$ cat config.mk
export PLATFORM = sky130hd
export DESIGN_NAME = ifu_fetch
export DESIGN_NICKNAME = d
export VERILOG_FILES = /design/src/rtl/ifu_pkg.sv /design/src/rtl/ifu_pc_gen.sv /design/src/rtl/ifu_fetch.sv
export SDC_FILE = /design/constraint.sdc
export NUM_CORES = 1
export LEC_CHECK = 0
export ABC_AREA = 0
export BUFFER_PORTS_ARGS = -buffer_cell sky130_fd_sc_hd__buf_2
export CORE_MARGIN = 5
export CORE_UTILIZATION = 37
export CTS_CLUSTER_SIZE = 40
export DETAILED_ROUTE_END_ITERATION = 16
export PLACE_DENSITY = 0.72
export SLEW_MARGIN = 20
export SYNTH_ARGS = -nofsm -noshare
export SYNTH_HDL_FRONTEND = slang
export SYNTH_SLANG_ARGS = --single-unit
export TNS_END_PERCENT = 100
$ cat constraint.sdc
create_clock -name clk -period 2.2 [get_ports clk]
set_input_delay 0.55 -clock clk [delete_from_list [all_inputs] [get_ports clk]]
set_output_delay 0.55 -clock clk [all_outputs]
set_load 0.03 [all_outputs]
$ cat src/rtl/ifu_pkg.sv
// Shared types and constants for the instruction fetch unit.
package ifu_pkg;

    typedef enum logic [1:0] {
        IDLE,
        REQ,
        WAIT,
        HOLD
    } ifu_state_e;

    localparam logic [31:0] RESET_PC_DEFAULT = 32'h8000_0000;
    localparam logic [31:0] INST_NOP         = 32'h0000_0013;
    localparam int unsigned INST_BYTES       = 4;

endpackage

$ cat src/rtl/ifu_pc_gen.sv
// Fetch PC register with its next-PC select: redirect, sequential advance, or hold.
module ifu_pc_gen
    import ifu_pkg::*;
#(
    parameter int unsigned         ADDR_W   = 32,
    parameter logic [ADDR_W-1:0]   RESET_PC = ADDR_W'(RESET_PC_DEFAULT)
) (
    input  logic              clk_i,
    input  logic              rst_ni,
    input  logic              redirect_valid_i,
    input  logic [ADDR_W-1:0] redirect_pc_i,
    input  logic              advance_i,
    output logic [ADDR_W-1:0] pc_o
);

    logic [ADDR_W-1:0] pc_d;
    logic [ADDR_W-1:0] pc_q;

    // Redirect beats the sequential step; the add wraps modulo 2^ADDR_W.
    always_comb begin
        pc_d = pc_q;
        if (redirect_valid_i) begin
            pc_d = redirect_pc_i;
        end else if (advance_i) begin
            pc_d = pc_q + ADDR_W'(INST_BYTES);
        end
    end

    // PC register.
    always_ff @(posedge clk_i or negedge rst_ni) begin
        if (!rst_ni) begin
            pc_q <= RESET_PC;
        end else begin
            pc_q <= pc_d;
        end
    end

    assign pc_o = pc_q;

endmodule

$ cat src/rtl/ifu_fetch.sv
// Instruction fetch stage: single outstanding imem read, valid/ready to decode,
// redirect with stale-response drop. Optional misalignment trap is enabled by
// defining IFU_MISALIGN_CHK_EN (adds the fetch_misalign output).
module ifu_fetch
    import ifu_pkg::*;
#(
    parameter int unsigned         ADDR_W   = 32,
    parameter logic [ADDR_W-1:0]   RESET_PC = ADDR_W'(RESET_PC_DEFAULT)
) (
    input  logic              clk,
    input  logic              rst_n,
    output logic              imem_req_valid,
    input  logic              imem_req_ready,
    output logic [ADDR_W-1:0] imem_addr,
    input  logic              imem_rsp_valid,
    input  logic [31:0]       imem_rsp_data,
    output logic              inst_valid,
    input  logic              inst_ready,
    output logic [31:0]       inst,
    output logic [ADDR_W-1:0] pc,
    input  logic              redirect_valid,
    input  logic [ADDR_W-1:0] redirect_pc
`ifdef IFU_MISALIGN_CHK_EN
    ,
    output logic              fetch_misalign
`endif
);

    ifu_state_e        state_q;
    logic              drop_q;
    logic [31:0]       inst_q;
    logic [ADDR_W-1:0] pc_q;
    logic              pc_misal;
    logic              advance;

`ifdef IFU_MISALIGN_CHK_EN
    logic misal_q;
    assign pc_misal       = |pc_q[1:0];
    assign fetch_misalign = misal_q;
`else
    assign pc_misal = 1'b0;
`endif

    // A misaligned PC parks in HOLD; only a redirect moves it on.
    assign advance = (state_q == HOLD) && inst_ready && !pc_misal;

    ifu_pc_gen #(
        .ADDR_W   (ADDR_W),
        .RESET_PC (RESET_PC)
    ) u_pc_gen (
        .clk_i            (clk),
        .rst_ni           (rst_n),
        .redirect_valid_i (redirect_valid),
        .redirect_pc_i    (redirect_pc),
        .advance_i        (advance),
        .pc_o             (pc_q)
    );

    assign imem_req_valid = (state_q == REQ) && !pc_misal;
    assign imem_addr      = {pc_q[ADDR_W-1:2], 2'b00};
    assign inst_valid     = (state_q == HOLD);
    assign inst           = inst_q;
    assign pc             = pc_q;

    // Fetch sequencing, stale-response tracking and instruction latch.
    always_ff @(posedge clk or negedge rst_n) begin
        if (!rst_n) begin
            state_q <= IDLE;
            drop_q  <= 1'b0;
            inst_q  <= INST_NOP;
`ifdef IFU_MISALIGN_CHK_EN
            misal_q <= 1'b0;
`endif
        end else begin
            case (state_q)
                IDLE: state_q <= REQ;
                REQ: begin
                    if (imem_req_valid && imem_req_ready) begin
                        // A redirect here leaves the old-PC read in flight; discard it.
                        state_q <= WAIT;
                        if (redirect_valid) drop_q <= 1'b1;
                    end else if (pc_misal && !redirect_valid) begin
                        state_q <= HOLD;
                        inst_q  <= INST_NOP;
`ifdef IFU_MISALIGN_CHK_EN
                        misal_q <= 1'b1;
`endif
                    end
                end
                WAIT: begin
                    if (imem_rsp_valid) begin
                        // A same-cycle redirect discards this response directly,
                        // so drop is not armed for a response that never comes.
                        if (drop_q || redirect_valid) begin
                            drop_q  <= 1'b0;
                            state_q <= REQ;
                        end else begin
                            inst_q  <= imem_rsp_data;
                            state_q <= HOLD;
                        end
                    end else if (redirect_valid) begin
                        drop_q <= 1'b1;
                    end
                end
                HOLD: begin
                    if (redirect_valid || advance) begin
                        state_q <= REQ;
`ifdef IFU_MISALIGN_CHK_EN
                        misal_q <= 1'b0;
`endif
                    end
                end
                default: state_q <= IDLE;
            endcase
        end
    end

endmodule

==> metrics.md <==
| Metric | Value |
|---|---|
| Outcome | finished clean |
| Slew @ Worst Pin | roughly 530 ps |
| Critical Path End Type | flop |
| Final Cycle Share | 90.81% |
| Power Density | approximately 940 nW/um^2 |
| Yosys warning count | 0 |
| Reg clk slew, reported paths | ~90 ps |
| DRT antenna net count | 0 |
| Kind of critical path | flop to flop |
| Postcts setup bufs | 0 |
| Internal | between 2 and 2.5 mW |
| CTS Hold Buffers Added | 0 |
| Gate power share | around a third |
| Layout cells sized above 1 | between 50% and 60% |
| Lkg Pwr | approximately 2.3 nW |
| Die area | about 11000 sq um |
| TritonCTS clock tree | done |
| Worst EP arrival | 2190 ps |
| Syn avg cell area | approximately 11 sq um |
| Switching part of the total | around two fifths |
| Final setup fails | 0 |
| Post-CTS Resized | 0 |
| CTS Root Cell | clkbuf_8 |
| WL/cell | 14.94 um |
| Number of synthesized register bits | 67 |
| Core Footprint | between 9000 and 10000 sq um |
| TritonCTS Buffers | 9 |
| Starting density of the core | between 30 and 40% |
| P_sw | roughly 1.6 mW |
| Synth Instances | between 300 and 400 |
| Mapped cell area | ~3400 sq um |
| WL final | between 8 and 9 mm |
| Cell variety after synth | 34 |
| IO Port Bufs | around 170 |
| Max Root-Sink Buffers | 2 |
| CP required | ~2400 ps |
| VDD IR max | approximately 440 uV |
| DR vias | roughly 2700 |
| Total track usage | roughly 15% |
| Final Instance Area | ~4400 sq um |
| Setup TNS | 0 ps |
| GRT overflow | 0 |
| Clock Latency Late Sink | ~340 ps |
| Row cnt | 35 |
| Sequential element share of the synthesized area | around half |
| Area Growth Syn to Fin | 27.07% |
| DRT Pass-1 Iters | 4 |
| Die W | 106.5 um |
| Clock skew | about 16 ps |
| # H-tree levels | 3 |
| Number of remaining DRC errors | 0 |
| Number of global-route vias before repair | 2705 |
| Rel. slew slack | 64.65% |
| Max Cap Viol | 0 |
| Seq pwr share | between 40% and 50% |
| NumNets Final | between 500 and 600 |
| First-pass GRT wire length | between 10 and 15 mm |
| Sink Count | between 60 and 70 |
| Tmin final | roughly 2000 ps |
| Pwr Total | approximately 4.1 mW |
| Top Ports | roughly 170 |
| Final hold violation count | 0 |
| Starting DRC count in detailed routing | roughly 130 |
| Placement Cell Area | approximately 4200 sq um |
| HPWL after detailed placement | approximately 6.4 mm |
| Fillers | about 850 |
| Startpoint types | flop |
| CP Max Fanout | 6 |
| Avg Vias per Cell | about 4.8 |
| R2r setup slk | between 200 and 250 ps |
| RePlAce Congestion | 0.7478 |
| Pins Over Slew Limit | 0 |
| Clock share of power | around a quarter |
| Largest net degree at the start of global routing | 68 |
| Die Y | 106.5 um |
| Antenna violations before repair | 0 |
| RSZ-0062 raised after global routing | no |
| Min-delay worst type | primary input to asynchronous set/reset pin |
| Ant diodes | 0 |
| Fmax | between 500 and 600 MHz |
[stage by stage]
stage               worst slack (ps)  hold WS (ps)  utilization, %  cells
floorplan                      93.18         254.4               -    314
global placement               206.9         461.2           45.60    551
detailed placement             181.4         480.2           45.60    551
CTS                            193.8         214.9           47.81    567
global route                   28.21         235.7           47.81    567
finish                         202.3         213.8           47.81    567
[state kept, by name, indices dropped and copies added, names as in the netlist]
register,cells
drop_q,1
inst,32
state_q,2
u_pc_gen.pc_o,32
[worst paths after layout]
path	cells after the start	end	from
worst min-delay path	2	u_pc_gen.pc_o[12]$_DFFE_PN0P_	rst_n
worst max register to register	6	u_pc_gen.pc_o[20]$_DFFE_PN0P_	state_q[0]$_DFFE_PN0P_
worst max-delay path	6	u_pc_gen.pc_o[20]$_DFFE_PN0P_	state_q[0]$_DFFE_PN0P_
max in group asynchronous	2	inst[0]$_DFFE_PN1P_	rst_n
min in group clk	3	u_pc_gen.pc_o[10]$_DFFE_PN0P_	redirect_pc[10]
worst min register to register	1	inst[8]$_DFFE_PN0P_	inst[8]$_DFFE_PN0P_
[cells in the final DEF, fill, tap and decap left out, types with 4 or more instances in the layout]
cell type and n:
clkbuf_8 10, nand2_1 38, mux2_2 34, inv_1 9
and4_1 4, dfrtp_1 63, nor4_4 5, o21ai_0 28
nand3_1 7, xnor2_1 14, xor2_1 13, a31oi_1 4
nand4_1 8, ha_1 4, and3_1 5, buf_2 165
nor2_1 9, dfstp_2 4
[final cells by class]
type                    count  area, sq um  share of cell area, %
inverters                   9        33.78                 0.7721
multi-input cells         194         1431                  32.71
well taps                 111        138.9                  3.174
flip-flops and latches     67         1682                  38.43
clock buffers              10        137.6                  3.146
clock inverters             6        63.81                  1.458
repair buffers            170        888.4                  20.30
[metal layers]
metal | global-route usage (%) | vias to the layer above | share of wire [%]
met3 | 4.372 | 10 | 8.2
li1 | - | 1312 | -
met4 | 4.932 | 0 | 1.0
met5 | 0 | - | 0
met2 | 24.34 | 98 | 49
met1 | 18.65 | 1289 | 42
[cells by family (layout without fill, tap and decap cells)]
| group | count (synthesis) | after routing | synth area share, % |
|---|---|---|---|
| AOI/OAI and AO/OA | 38 | 38 | 5.741 |
| xor gates and xnor gates | 27 | 27 | 6.868 |
| adders and majority gates | 4 | 4 | 1.454 |
| buffers and inverters | 53 | 195 | 9.702 |
| DFF | 67 | 67 | 48.84 |
| muxes | 37 | 37 | 12.06 |
| other | 1 | 2 | 0.1089 |
| and+or+nand+nor | 86 | 86 | 15.23 |
[power groups by stage]
stage / Sequential, mW / Combinational [mW] / Clock (mW)
floorplan: 2.08 / 0.607 / 0
global placement: 1.66 / 1.39 / 0
detailed placement: 1.68 / 1.42 / 0
CTS: 1.66 / 1.42 / 1.09
global route: 1.69 / 1.50 / 1.14
finish: 1.66 / 1.40 / 1.05
[cell usage after synthesis]
library cell | n | area (sq um)
dfrtp_1 | 63 | 1577
nand2_1 | 38 | 142.6
mux2_2 | 34 | 382.9
buf_4 | 33 | 247.7
o21ai_0 | 28 | 140.1
xnor2_1 | 14 | 122.6
xor2_1 | 13 | 113.9
inv_1 | 9 | 33.78
nor2_1 | 9 | 33.78
nand4_1 | 8 | 50.05
nand3_1 | 7 | 35.03
clkbuf_1 | 6 | 22.52
and3_1 | 5 | 31.28
nor4_4 | 5 | 106.4
a31oi_1 | 4 | 25.02
and4_1 | 4 | 35.03
dfstp_2 | 4 | 105.1
ha_1 | 4 | 50.05
a21oi_1 | 3 | 15.01
buf_2 | 3 | 15.01
nand3_2 | 3 | 30.03
mux2_1 | 2 | 22.52
o21ai_1 | 2 | 10.01
or3_1 | 2 | 12.51
and3_2 | 1 | 7.510
buf_1 | 1 | 3.750
buf_6 | 1 | 11.26
conb_1 | 1 | 3.750
mux2i_1 | 1 | 10.01
nand2b_1 | 1 | 6.260
nand4b_1 | 1 | 8.760
nor3_4 | 1 | 16.27
o21a_1 | 1 | 7.510
or3b_1 | 1 | 8.760
[worst max-delay path, cell delays in order, from the launching register on]
cell and delay (ps):
dfrtp_1 400, ha_1 270, and4_1 230, or3b_1 530, nor4_4 210, xnor2_1 140, o21ai_1 70
Power figures use the tool's default switching activity.
